File: config.mk
export PLATFORM = sky130hd
export DESIGN_NAME = exu_wb_arb
export DESIGN_NICKNAME = d
export VERILOG_FILES = /design/src/rtl/exu_wb_arb_pkg.sv /design/src/rtl/exu_wb_arb_wb_sync_fifo.sv /design/src/rtl/exu_wb_arb.sv
export SDC_FILE = /design/constraint.sdc
export NUM_CORES = 1
export LEC_CHECK = 0
export CAP_MARGIN = 20
export CORE_ASPECT_RATIO = 0.9
export CORE_MARGIN = 4
export CORE_UTILIZATION = 54
export DETAILED_ROUTE_END_ITERATION = 10
export PLACE_DENSITY = 0.8
export SLEW_MARGIN = 20
export SYNTH_ARGS = -nofsm -noshare
export SYNTH_HDL_FRONTEND = slang
export SYNTH_HIERARCHICAL = 1
export SYNTH_SLANG_ARGS = --single-unit
File: constraint.sdc
create_clock -name clk -period 5.4 [get_ports clk]
set_clock_uncertainty 0.1 [all_clocks]
set_input_delay 1.62 -clock clk [delete_from_list [all_inputs] [get_ports clk]]
set_output_delay 1.62 -clock clk [all_outputs]
set_load 0.02 [all_outputs]
File: src/rtl/exu_wb_arb_pkg.sv
`default_nettype none
// ============================================================================
// Module      : exu_wb_arb_pkg
// Description : Shared widths, write-enable levels, interrupt level and
//               write-back arbiter state encodings for the execute-stage
//               write-back path.
// Revision    : 1.0 - initial release
// ============================================================================
package exu_wb_arb_pkg;

    localparam int REG_ADDR_WIDTH = 5;
    localparam int REG_DATA_WIDTH = 32;

    // Level of int_assert_i that requests a pipeline flush
    localparam logic INT_ASSERT = 1'b1;

    localparam logic WRITE_ENABLE  = 1'b1;
    localparam logic WRITE_DISABLE = 1'b0;

    // Write-back arbiter states
    localparam logic [0:0] WB_S_ALU       = 1'b0;
    localparam logic [0:0] WB_S_LSU_FORCE = 1'b1;

    // One pending register-file write
    typedef struct packed {
        logic [REG_ADDR_WIDTH-1:0] waddr;
        logic [REG_DATA_WIDTH-1:0] wdata;
    } wb_req_t;

endpackage
`default_nettype wire

File: src/rtl/exu_wb_arb_wb_sync_fifo.sv
`default_nettype none
// ============================================================================
// Module      : wb_sync_fifo
// Description : Parameterised synchronous FIFO with flush. A push while full
//               is accepted only when a pop happens in the same cycle.
//               Ports: clk, rst (sync, active-high), push/wdata, pop, flush
//               in; head (oldest entry), count, full, empty out. count, full
//               and empty are all registered.
// Revision    : 1.0 - initial release
// ============================================================================
module wb_sync_fifo #(
    parameter int DEPTH = 4,
    parameter int WIDTH = 8
) (
    input  logic                       clk,
    input  logic                       rst,
    input  logic                       push,
    input  logic [WIDTH-1:0]           wdata,
    input  logic                       pop,
    input  logic                       flush,
    output logic [WIDTH-1:0]           head,
    output logic [$clog2(DEPTH+1)-1:0] count,
    output logic                       full,
    output logic                       empty
);

    localparam int PTR_W = $clog2(DEPTH);
    localparam int CNT_W = $clog2(DEPTH+1);

    logic [WIDTH-1:0] r_mem [DEPTH];
    logic [PTR_W-1:0] r_wr_ptr;
    logic [PTR_W-1:0] r_rd_ptr;
    logic [CNT_W-1:0] r_count;
    logic             r_full;
    logic             r_empty;

    logic             w_pop_ok;
    logic             w_push_ok;
    logic [CNT_W-1:0] w_count_nxt;

    assign w_pop_ok  = pop & ~r_empty;
    // A simultaneous pop frees the slot the push needs
    assign w_push_ok = push & (~r_full | w_pop_ok);

    assign w_count_nxt = r_count + CNT_W'(w_push_ok) - CNT_W'(w_pop_ok);

    // DEPTH is a power of two, so pointer overflow wraps modulo DEPTH
    always_ff @(posedge clk) begin
        if (rst || flush) begin
            r_wr_ptr <= '0;
            r_rd_ptr <= '0;
            r_count  <= '0;
            r_full   <= 1'b0;
            r_empty  <= 1'b1;
        end else begin
            if (w_push_ok) r_wr_ptr <= r_wr_ptr + PTR_W'(1);
            if (w_pop_ok)  r_rd_ptr <= r_rd_ptr + PTR_W'(1);
            r_count <= w_count_nxt;
            r_full  <= (w_count_nxt == CNT_W'(DEPTH));
            r_empty <= (w_count_nxt == '0);
        end
    end

    always_ff @(posedge clk) begin
        if (w_push_ok) r_mem[r_wr_ptr] <= wdata;
    end

    assign head  = r_mem[r_rd_ptr];
    assign count = r_count;
    assign full  = r_full;
    assign empty = r_empty;

endmodule
`default_nettype wire

File: src/rtl/exu_wb_arb.sv
`default_nettype none
// ============================================================================
// Module      : exu_wb_arb
// Description : Write-back arbiter between the ALU (single-cycle, no
//               backpressure, buffered in a small FIFO) and long-latency
//               LSU/MDU results (valid/ready) onto one registered
//               register-file write port, with starvation guard for the
//               LSU side and interrupt flush.
//               Ports: clk, rst; alu_we_i/alu_waddr_i/alu_wdata_i;
//               lsu_valid_i/lsu_waddr_i/lsu_wdata_i -> lsu_ready_o;
//               int_assert_i; reg_we_o/reg_waddr_o/reg_wdata_o;
//               alu_full_o, alu_ovf_o (sticky), wb_idle_o.
// Revision    : 1.0 - initial release
// ============================================================================
module exu_wb_arb
    import exu_wb_arb_pkg::*;
#(
    parameter int ALU_FIFO_DEPTH = 4,
    parameter int STARVE_MAX     = 3
) (
    input  logic                      clk,
    input  logic                      rst,
    input  logic                      alu_we_i,
    input  logic [REG_ADDR_WIDTH-1:0] alu_waddr_i,
    input  logic [REG_DATA_WIDTH-1:0] alu_wdata_i,
    input  logic                      lsu_valid_i,
    input  logic [REG_ADDR_WIDTH-1:0] lsu_waddr_i,
    input  logic [REG_DATA_WIDTH-1:0] lsu_wdata_i,
    output logic                      lsu_ready_o,
    input  logic                      int_assert_i,
    output logic                      reg_we_o,
    output logic [REG_ADDR_WIDTH-1:0] reg_waddr_o,
    output logic [REG_DATA_WIDTH-1:0] reg_wdata_o,
    output logic                      alu_full_o,
    output logic                      alu_ovf_o,
    output logic                      wb_idle_o
);

    localparam int REQ_W = $bits(wb_req_t);
    localparam int CNT_W = $clog2(STARVE_MAX+1);
    localparam int FCNT_W = $clog2(ALU_FIFO_DEPTH+1);

    logic [0:0]                r_state;
    logic [CNT_W-1:0]          r_starve_cnt;
    logic                      r_reg_we;
    logic [REG_ADDR_WIDTH-1:0] r_reg_waddr;
    logic [REG_DATA_WIDTH-1:0] r_reg_wdata;
    logic                      r_ovf;

    logic                      w_int;
    logic                      w_alu_live;
    logic                      w_alu_src;
    wb_req_t                   w_alu_head;
    wb_req_t                   w_fifo_head;
    logic [REQ_W-1:0]          w_fifo_head_raw;
    logic [FCNT_W-1:0]         w_fifo_count;
    logic                      w_fifo_full;
    logic                      w_fifo_empty;
    logic                      w_grant_alu;
    logic                      w_grant_lsu;
    logic                      w_push;
    logic                      w_pop;
    logic                      w_drop;
    logic [CNT_W-1:0]          w_starve_inc;

    assign w_int      = (int_assert_i == INT_ASSERT);
    // Writes to x0 never enter the arbiter
    assign w_alu_live = alu_we_i & (alu_waddr_i != '0);

    // Buffered ALU writes are always older than the live one, so the FIFO
    // head takes precedence; the live inputs bypass only when it is empty.
    assign w_fifo_head = wb_req_t'(w_fifo_head_raw);
    assign w_alu_src   = ~w_fifo_empty | w_alu_live;
    assign w_alu_head  = w_fifo_empty ? wb_req_t'{waddr: alu_waddr_i, wdata: alu_wdata_i}
                                      : w_fifo_head;

    always_comb begin
        w_grant_alu = 1'b0;
        w_grant_lsu = 1'b0;
        if (!w_int) begin
            case (r_state)
                WB_S_ALU: begin
                    if (w_alu_src)        w_grant_alu = 1'b1;
                    else if (lsu_valid_i) w_grant_lsu = 1'b1;
                end
                WB_S_LSU_FORCE: w_grant_lsu = lsu_valid_i;
                default: ;
            endcase
        end
    end

    // Every live ALU write is buffered unless it is the one going straight out
    assign w_push = w_alu_live & ~w_int & ~(w_fifo_empty & w_grant_alu);
    assign w_pop  = ~w_fifo_empty & w_grant_alu;
    assign w_drop = w_push & w_fifo_full & ~w_pop;

    assign lsu_ready_o  = lsu_valid_i & w_grant_lsu;
    assign w_starve_inc = r_starve_cnt + CNT_W'(1);

    wb_sync_fifo #(
        .DEPTH (ALU_FIFO_DEPTH),
        .WIDTH (REQ_W)
    ) u_alu_fifo (
        .clk   (clk),
        .rst   (rst),
        .push  (w_push),
        .wdata ({alu_waddr_i, alu_wdata_i}),
        .pop   (w_pop),
        .flush (w_int),
        .head  (w_fifo_head_raw),
        .count (w_fifo_count),
        .full  (w_fifo_full),
        .empty (w_fifo_empty)
    );

    always_ff @(posedge clk) begin
        if (rst) begin
            r_state      <= WB_S_ALU;
            r_starve_cnt <= '0;
            r_reg_we     <= WRITE_DISABLE;
            r_reg_waddr  <= '0;
            r_reg_wdata  <= '0;
            r_ovf        <= 1'b0;
        end else if (w_int) begin
            // Overflow history survives the flush on purpose
            r_state      <= WB_S_ALU;
            r_starve_cnt <= '0;
            r_reg_we     <= WRITE_DISABLE;
        end else begin
            if (w_drop) r_ovf <= 1'b1;

            case (r_state)
                WB_S_ALU: begin
                    // Count only ALU wins that made a waiting LSU result wait
                    if (w_grant_alu && lsu_valid_i) begin
                        r_starve_cnt <= w_starve_inc;
                        if (w_starve_inc == CNT_W'(STARVE_MAX)) r_state <= WB_S_LSU_FORCE;
                    end else begin
                        r_starve_cnt <= '0;
                    end
                end
                default: begin
                    // One forced slot, taken or not, then back to ALU priority
                    r_state      <= WB_S_ALU;
                    r_starve_cnt <= '0;
                end
            endcase

            if (w_grant_alu) begin
                r_reg_we    <= WRITE_ENABLE;
                r_reg_waddr <= w_alu_head.waddr;
                r_reg_wdata <= w_alu_head.wdata;
            end else if (w_grant_lsu && (lsu_waddr_i != '0)) begin
                r_reg_we    <= WRITE_ENABLE;
                r_reg_waddr <= lsu_waddr_i;
                r_reg_wdata <= lsu_wdata_i;
            end else begin
                r_reg_we    <= WRITE_DISABLE;
            end
        end
    end

    assign reg_we_o    = r_reg_we;
    assign reg_waddr_o = r_reg_waddr;
    assign reg_wdata_o = r_reg_wdata;
    assign alu_full_o  = w_fifo_full;
    assign alu_ovf_o   = r_ovf;
    // Built only from flops: FIFO count and the write-enable register
    assign wb_idle_o   = (w_fifo_count == '0) & ~r_reg_we;

endmodule
`default_nettype wire
==> metrics.cfg, run 1 <==
[hold_path]
holdPathStages=1
min_from=r_starve_cnt[0]$_SDFF_PP0_
hold_class=flop to flop
min_to=r_starve_cnt[0]$_SDFF_PP0_

[power_and_ir_drop]
seq_power_share_pct=50.4
p_int_w=0.002645
p_per_area_nw_per_um2=324.7
clkPwrFrac_pct=40.5
p_comb_share_pct=9.1
peakVddDrop_mv=0.2178
p_sw_w=0.0007300
p_sw_share_pct=21.63
p_leak_nw=3.337

[sta]
drv_slew=0
rsz0062_at_grt=false
min_period_over_period_pct=96.78
tns_ps=0
tightestPinTransition_ps=995.9
setup-violations-final=0
fmax_mhz=191.3
finalHoldViolCount=0
relSlewSlack_pct=33.61
hold_slack_ps=314.0
finalCriticalPeriod_ps=5226
finalWorstSetupSlack_ps=173.7

[placement]
dp_hpwl_um=11880
globalplace.congestion=0.8157
dp.cells=768
portBuffers=120
post-place-ws_ps=83.71

[worst_setup_path]
r2r_slack_ps=2090
crit_arrival_ps=3510
ff2ff_path_depth=13
r2r_end=u_alu_fifo/full$_SDFF_PP0_
crit_fanout=2
crit_path_start_kind=input port
timing.rr.start=u_alu_fifo/empty$_SDFF_PP1_
critPathCaptureType=primary output
crit_required_ps=3680
critPathKind=input port to primary output

[floorplan]
initial_core_util_pct=56.05
die_w_um=139.4
dieArea_um2=17610
core-area_um2=14980
placementRows=42
die_h_um=126.3
ios=121

[clock_tree]
path_clk_slew_ps=60
cts.sinks=201
cts_resized=0
cts_buffer_depth=3
ctsHoldBuffers=0
htree_levels=1
cts_tree=built
postCtsSetupRepairBufs=0
cts_buffers=21
clock_latency_ps=480
cts-root-buf=clkbuf_16

[finish]
fin_cells=806
area_growth_pct=23.82
final_nets=680
multi_input_area_um2=2565
fill_cells=948
drive_gt1_share_pct=25.82
seq_area_um2=5508
diodes=0

[global_routing]
grt_max_degree=39
grt.total_usage_pct=21.49
grt_pass1_vias=5389
grt-ovfl-total=0
antenna_found_initial=0
grt_pass1_wl_um=29700

[detailed_routing]
drt-total-wl_um=19060
vias=5066
post_drt_wl_per_cell_um=23.65
drt-initial-drc-count=671
ant_nets=0
first_pass_iters=6
drc=0
via_per_inst=6.285

[yosys]
avgSynthCellArea_um2=17.78
ys_warn_count=6
synth_cells=472
synthFlopType=edfxtp_1
syn-num-nets=559
ys_ff_latch=201
syn_area_um2=8394
synth_edf_count=148
synth_cell_types=56
async_reset_ff_share_pct=0
yosysSeqAreaShare_pct=65.58

[run_status]
status=finished, final reports clean

[job]
drv_cap=0

## cell usage after synthesis (all sizes together) (2+ instances only)
cell | number | share of area (%)
ha | 7 | 1.0
nor3 | 39 | 4.1
a211oi | 34 | 4.8
mux4 | 37 | 10
nor2b | 3 | 0.22
o31ai | 3 | 0.33
nor2 | 8 | 0.39
o41ai | 2 | 0.21
o22ai | 2 | 0.15
dfxtp | 53 | 13
mux2i | 2 | 0.24
nand2b | 2 | 0.15
clkbuf | 5 | 0.24
a222oi | 34 | 4.1
nand2 | 9 | 0.49
edfxtp | 148 | 53
or3 | 3 | 0.28
nand4b | 2 | 0.21
nand3b | 2 | 0.18
and2 | 6 | 0.45
o21ba | 2 | 0.24
xnor2 | 3 | 0.31
a21oi | 5 | 0.30
inv | 11 | 0.49
buf | 32 | 3.3
nor4 | 2 | 0.15
## worst max-delay path: stages
cell	delay, ps
clkdlybuf4s50_1	430
or3_4	400
o31ai_2	220
a21oi_1	110
nor2_1	110
clkdlybuf4s50_1	610
## cell usage in the layout, fill, tap and decap left out, drive strengths merged, types with 12 or more instances in the layout
master         count
a211oi            34
dfxtp             53
clkbuf            26
mux4              37
buf               16
a222oi            34
nor3              39
inv               12
clkdlybuf4s50    118
edfxtp           148
## through the flow
step	cell area, µm²	util, %	power (W)
2_1_floorplan	8394	-	0.001885
3_3_place_gp	9721	64.90	0.002029
5_1_grt	10390	69.40	0.003497
3_5_place_dp	9721	64.90	0.002039
6_report	10390	69.40	0.003375
4_1_cts	10390	69.38	0.003403
## kinds of logic (layout without fill, tap and decap cells)
logic type	count (synthesis)	count (layout)	synth area share, %
xor+xnor	4	4	0.4174
flops	201	201	65.58
simple gates	82	82	7.214
buf+inv	48	184	4.039
mux	39	39	10.48
fa+ha+maj	8	8	1.282
compound gates	90	90	10.99
## how the worst max path moves through the flow
stage	from	end	slack, ps	cells past startpoint
after global routing	alu_waddr_i[2]	lsu_ready_o	120	6
after floorplan	int_assert_i	u_alu_fifo/full$_SDFF_PP0_	840	15
final	alu_waddr_i[2]	lsu_ready_o	170	6
after global placement	alu_waddr_i[4]	lsu_ready_o	100	6
after CTS	alu_waddr_i[4]	lsu_ready_o	70	6
after detailed placement	alu_waddr_i[4]	lsu_ready_o	80	6
## layout make-up
cell class              count  area share (%)
repair buffers            135           13.10
clock inverters            12          0.8306
well taps                 198           2.384
clock buffers              26           5.622
inverters                  11          0.3973
multi-input cells         223           24.68
flip-flops and latches    201           52.99
## sequential cells by signal (all words and copies together) (netlist names), named ones only
register / flops
alu_ovf_o: 1
r_state: 1
reg_wdata_o: 32
reg_waddr_o: 5
u_alu_fifo/empty: 1
u_alu_fifo/r_wr_ptr: 2
u_alu_fifo/count: 3
reg_we_o: 1
u_alu_fifo/r_mem: 148
r_starve_cnt: 2
u_alu_fifo/full: 1
u_alu_fifo/r_rd_ptr: 2
## per-layer routing
metal | GRT usage, % | share of wire (%) | up-vias | wire [µm]
met2 | 36.07 | 50 | 280 | 9450
met3 | 4.701 | 9.0 | 20 | 1711
met5 | 0 | 0 | - | 0
met1 | 29.46 | 40 | 2542 | 7672
met4 | 4.200 | 1.2 | 0 | 229
li1 | - | - | 2224 | -
## power groups by stage
| stage | Combinational (W) | Clock [W] | Sequential [W] |
|---|---|---|---|
| global route | 0.000327 | 0.00147 | 0.00170 |
| detailed placement | 0.000307 | 0 | 0.00173 |
| global placement | 0.000299 | 0 | 0.00173 |
| CTS | 0.000309 | 0.00139 | 0.00170 |
| finish | 0.000308 | 0.00137 | 0.00170 |
| floorplan | 0.000124 | 0 | 0.00176 |
Power figures use the tool's default switching activity.
==> run 2, diff against run 1 <==
--- a/config.mk
+++ b/config.mk
@@ -10,7 +10,8 @@
 export CORE_MARGIN = 4
 export CORE_UTILIZATION = 54
 export DETAILED_ROUTE_END_ITERATION = 10
-export PLACE_DENSITY = 0.8
+export MAX_ROUTING_LAYER = met4
+export PLACE_DENSITY = 0.76
 export SLEW_MARGIN = 20
 export SYNTH_ARGS = -nofsm -noshare
 export SYNTH_HDL_FRONTEND = slang
==> run 2 against run 1 <==
Critical path type unchanged; register-to-register slack got worse by 70 ps; maximum frequency decreased by 0.48%; global-route usage increased by 0.37 points; first-iteration DRC count decreased by 0.30%; clock power increased by 4%; utilization decreased by 0.38 points; die area unchanged; worst setup slack got worse by 25 ps; flip-flop and latch count unchanged; sequential power about the same; count of clock-buffer cells in the layout increased by 1.
==> metrics.cfg, run 2 (synthesis gave the netlist of run 1 again) <==
[clock_tree]
clock_latency_ps=480
cts-root-buf=clkbuf_16
htree_levels=1
cts_resized=0
cts.sinks=201
ctsHoldBuffers=0
path_clk_slew_ps=60
cts_tree=built
postCtsSetupRepairBufs=0
cts_buffers=20
cts_buffer_depth=3

[global_routing]
grt.met3_usage_pct=3.525
met1_usage_pct=30.78
antenna_found_initial=0
grt-ovfl-total=0
grtUsageMet2_pct=33.88
busiest_layer=met2
grt_pass1_wl_um=29460
grt.total_usage_pct=21.87
grt_pass1_vias=5218
grt_max_degree=39

[detailed_routing]
drc=0
post_drt_wl_per_cell_um=23.62
vias=5021
first_pass_iters=5
drt-initial-drc-count=669
via_per_inst=6.268
drt-total-wl_um=18920
ant_nets=0

[sta]
drv_slew=0
finalHoldViolCount=0
min_period_over_period_pct=97.25
relSlewSlack_pct=26.41
tightestPinTransition_ps=1104
setup-violations-final=0
tns_ps=0
fmax_mhz=190.4
finalCriticalPeriod_ps=5251
rsz0062_at_grt=false

[worst_setup_path]
critical-path-max-stage-delay_ps=630
crit_required_ps=3680
cp_common_cell=clkdlybuf4s50_1
critPathCaptureType=primary output
critPathKind=input port to primary output
crit_family=buffers and inverters
crit_fanout=2
ff2ff_path_depth=13
crit_path_cell_trace=clkdlybuf4s50_1 -> or3_4 -> o31ai_2 -> a21oi_1 -> nor2_1 -> clkdlybuf4s50_1
crit_path_start_kind=input port
critical_path_buf_inv_count=2
crit_arrival_ps=3530
slowest_stage=clkdlybuf4s50_1
cp.depth=6

[finish]
final_common_cell=edfxtp_1
final_nets=676
area_growth_pct=23.13
diodes=0
layout_common_cells=148 x edfxtp_1, 119 x clkdlybuf4s50_1, 51 x dfxtp_1
drive_gt1_share_pct=25.37
largest_register=u_alu_fifo/r_mem
largest_reg_flops=148

[power_and_ir_drop]
p_leak_nw=3.310
total_power_w=0.003440
peakVddDrop_mv=0.2140
p_per_area_nw_per_um2=332.8

[run_status]
status=finished, final reports clean

[floorplan]
die_h_um=126.3
initial_core_util_pct=56.05
die_w_um=139.4
dieArea_um2=17610
core-area_um2=14980
ios=121
placementRows=42

[hold_path]
holdPathStages=1
hold_class=flop to flop

[placement]
globalplace.congestion=0.8132
portBuffers=120
dp_hpwl_um=11040

[job]
drv_cap=0

[run 2: worst register-to-register path, stage by stage, from the launching register on]
cell and delay, ps:
dfxtp_1 420, or3_1 470, inv_2 80, nor2b_1 250, o21a_1 310, inv_1 80
ha_1 270, inv_1 60, ha_1 120, inv_1 50, fa_1 400, xnor2_1 220
xnor2_1 180, nor4b_1 280
[run 2: where the power goes]
group | total (W) | switching, W | leakage [nW] | internal, W
Combinational | 0.000310 | 0.000159 | 1.20 | 0.000151
Clock | 0.00143 | 0.000550 | 0.344 | 0.000882
Sequential | 0.00170 | 0.0000178 | 1.77 | 0.00168
[run 2: final timing paths]
path,startpoint,to,slack [ps]
max,alu_waddr_i[2],lsu_ready_o,150
min,r_starve_cnt[0]$_SDFF_PP0_,r_starve_cnt[0]$_SDFF_PP0_,320
min reg2reg,r_starve_cnt[0]$_SDFF_PP0_,r_starve_cnt[0]$_SDFF_PP0_,320
max reg2reg,u_alu_fifo/empty$_SDFF_PP1_,u_alu_fifo/full$_SDFF_PP0_,2020
[run 2: metrics by stage]
| step | area (µm²) | utilization, % | instances | hold slack [ps] | worst slack, ps |
|---|---|---|---|---|---|
| 4_1_cts | 10340 | 69.01 | 801 | 321.2 | 155.7 |
| 3_3_place_gp | 9648 | 64.42 | 765 | 300.5 | 183.5 |
| 6_report | 10340 | 69.01 | 801 | 316.6 | 148.6 |
| 3_5_place_dp | 9648 | 64.42 | 765 | 312.8 | 169.9 |
| 5_1_grt | 10340 | 69.01 | 801 | 328.5 | 52.11 |
| 2_1_floorplan | 8394 | - | 472 | 292.5 | 839.3 |
[run 2: routing by layer]
layer / share of wire [%] / wire [µm]
met3: 8.2 / 1542
met2: 48 / 9003
met1: 42 / 8016
met4: 1.9 / 355
met5: 0 / 0
[run 2: cell type report]
class	instances	area [µm²]
Clock buffer	27	568.0
Fill cell	970	4641
Multi-Input combinational cell	223	2565
Inverter	11	41.29
Timing Repair Buffer	132	1286
Clock inverter	9	120.1
Sequential cell	201	5508
Tap cell	198	247.7
==> run 3, diff against run 2 <==
--- a/config.mk
+++ b/config.mk
@@ -5,7 +5,6 @@
 export SDC_FILE = /design/constraint.sdc
 export NUM_CORES = 1
 export LEC_CHECK = 0
-export CAP_MARGIN = 20
 export CORE_ASPECT_RATIO = 0.9
 export CORE_MARGIN = 4
 export CORE_UTILIZATION = 54
==> results of run 3 <==
No change in the layout: final DEF, timing and power equal those of run 2.
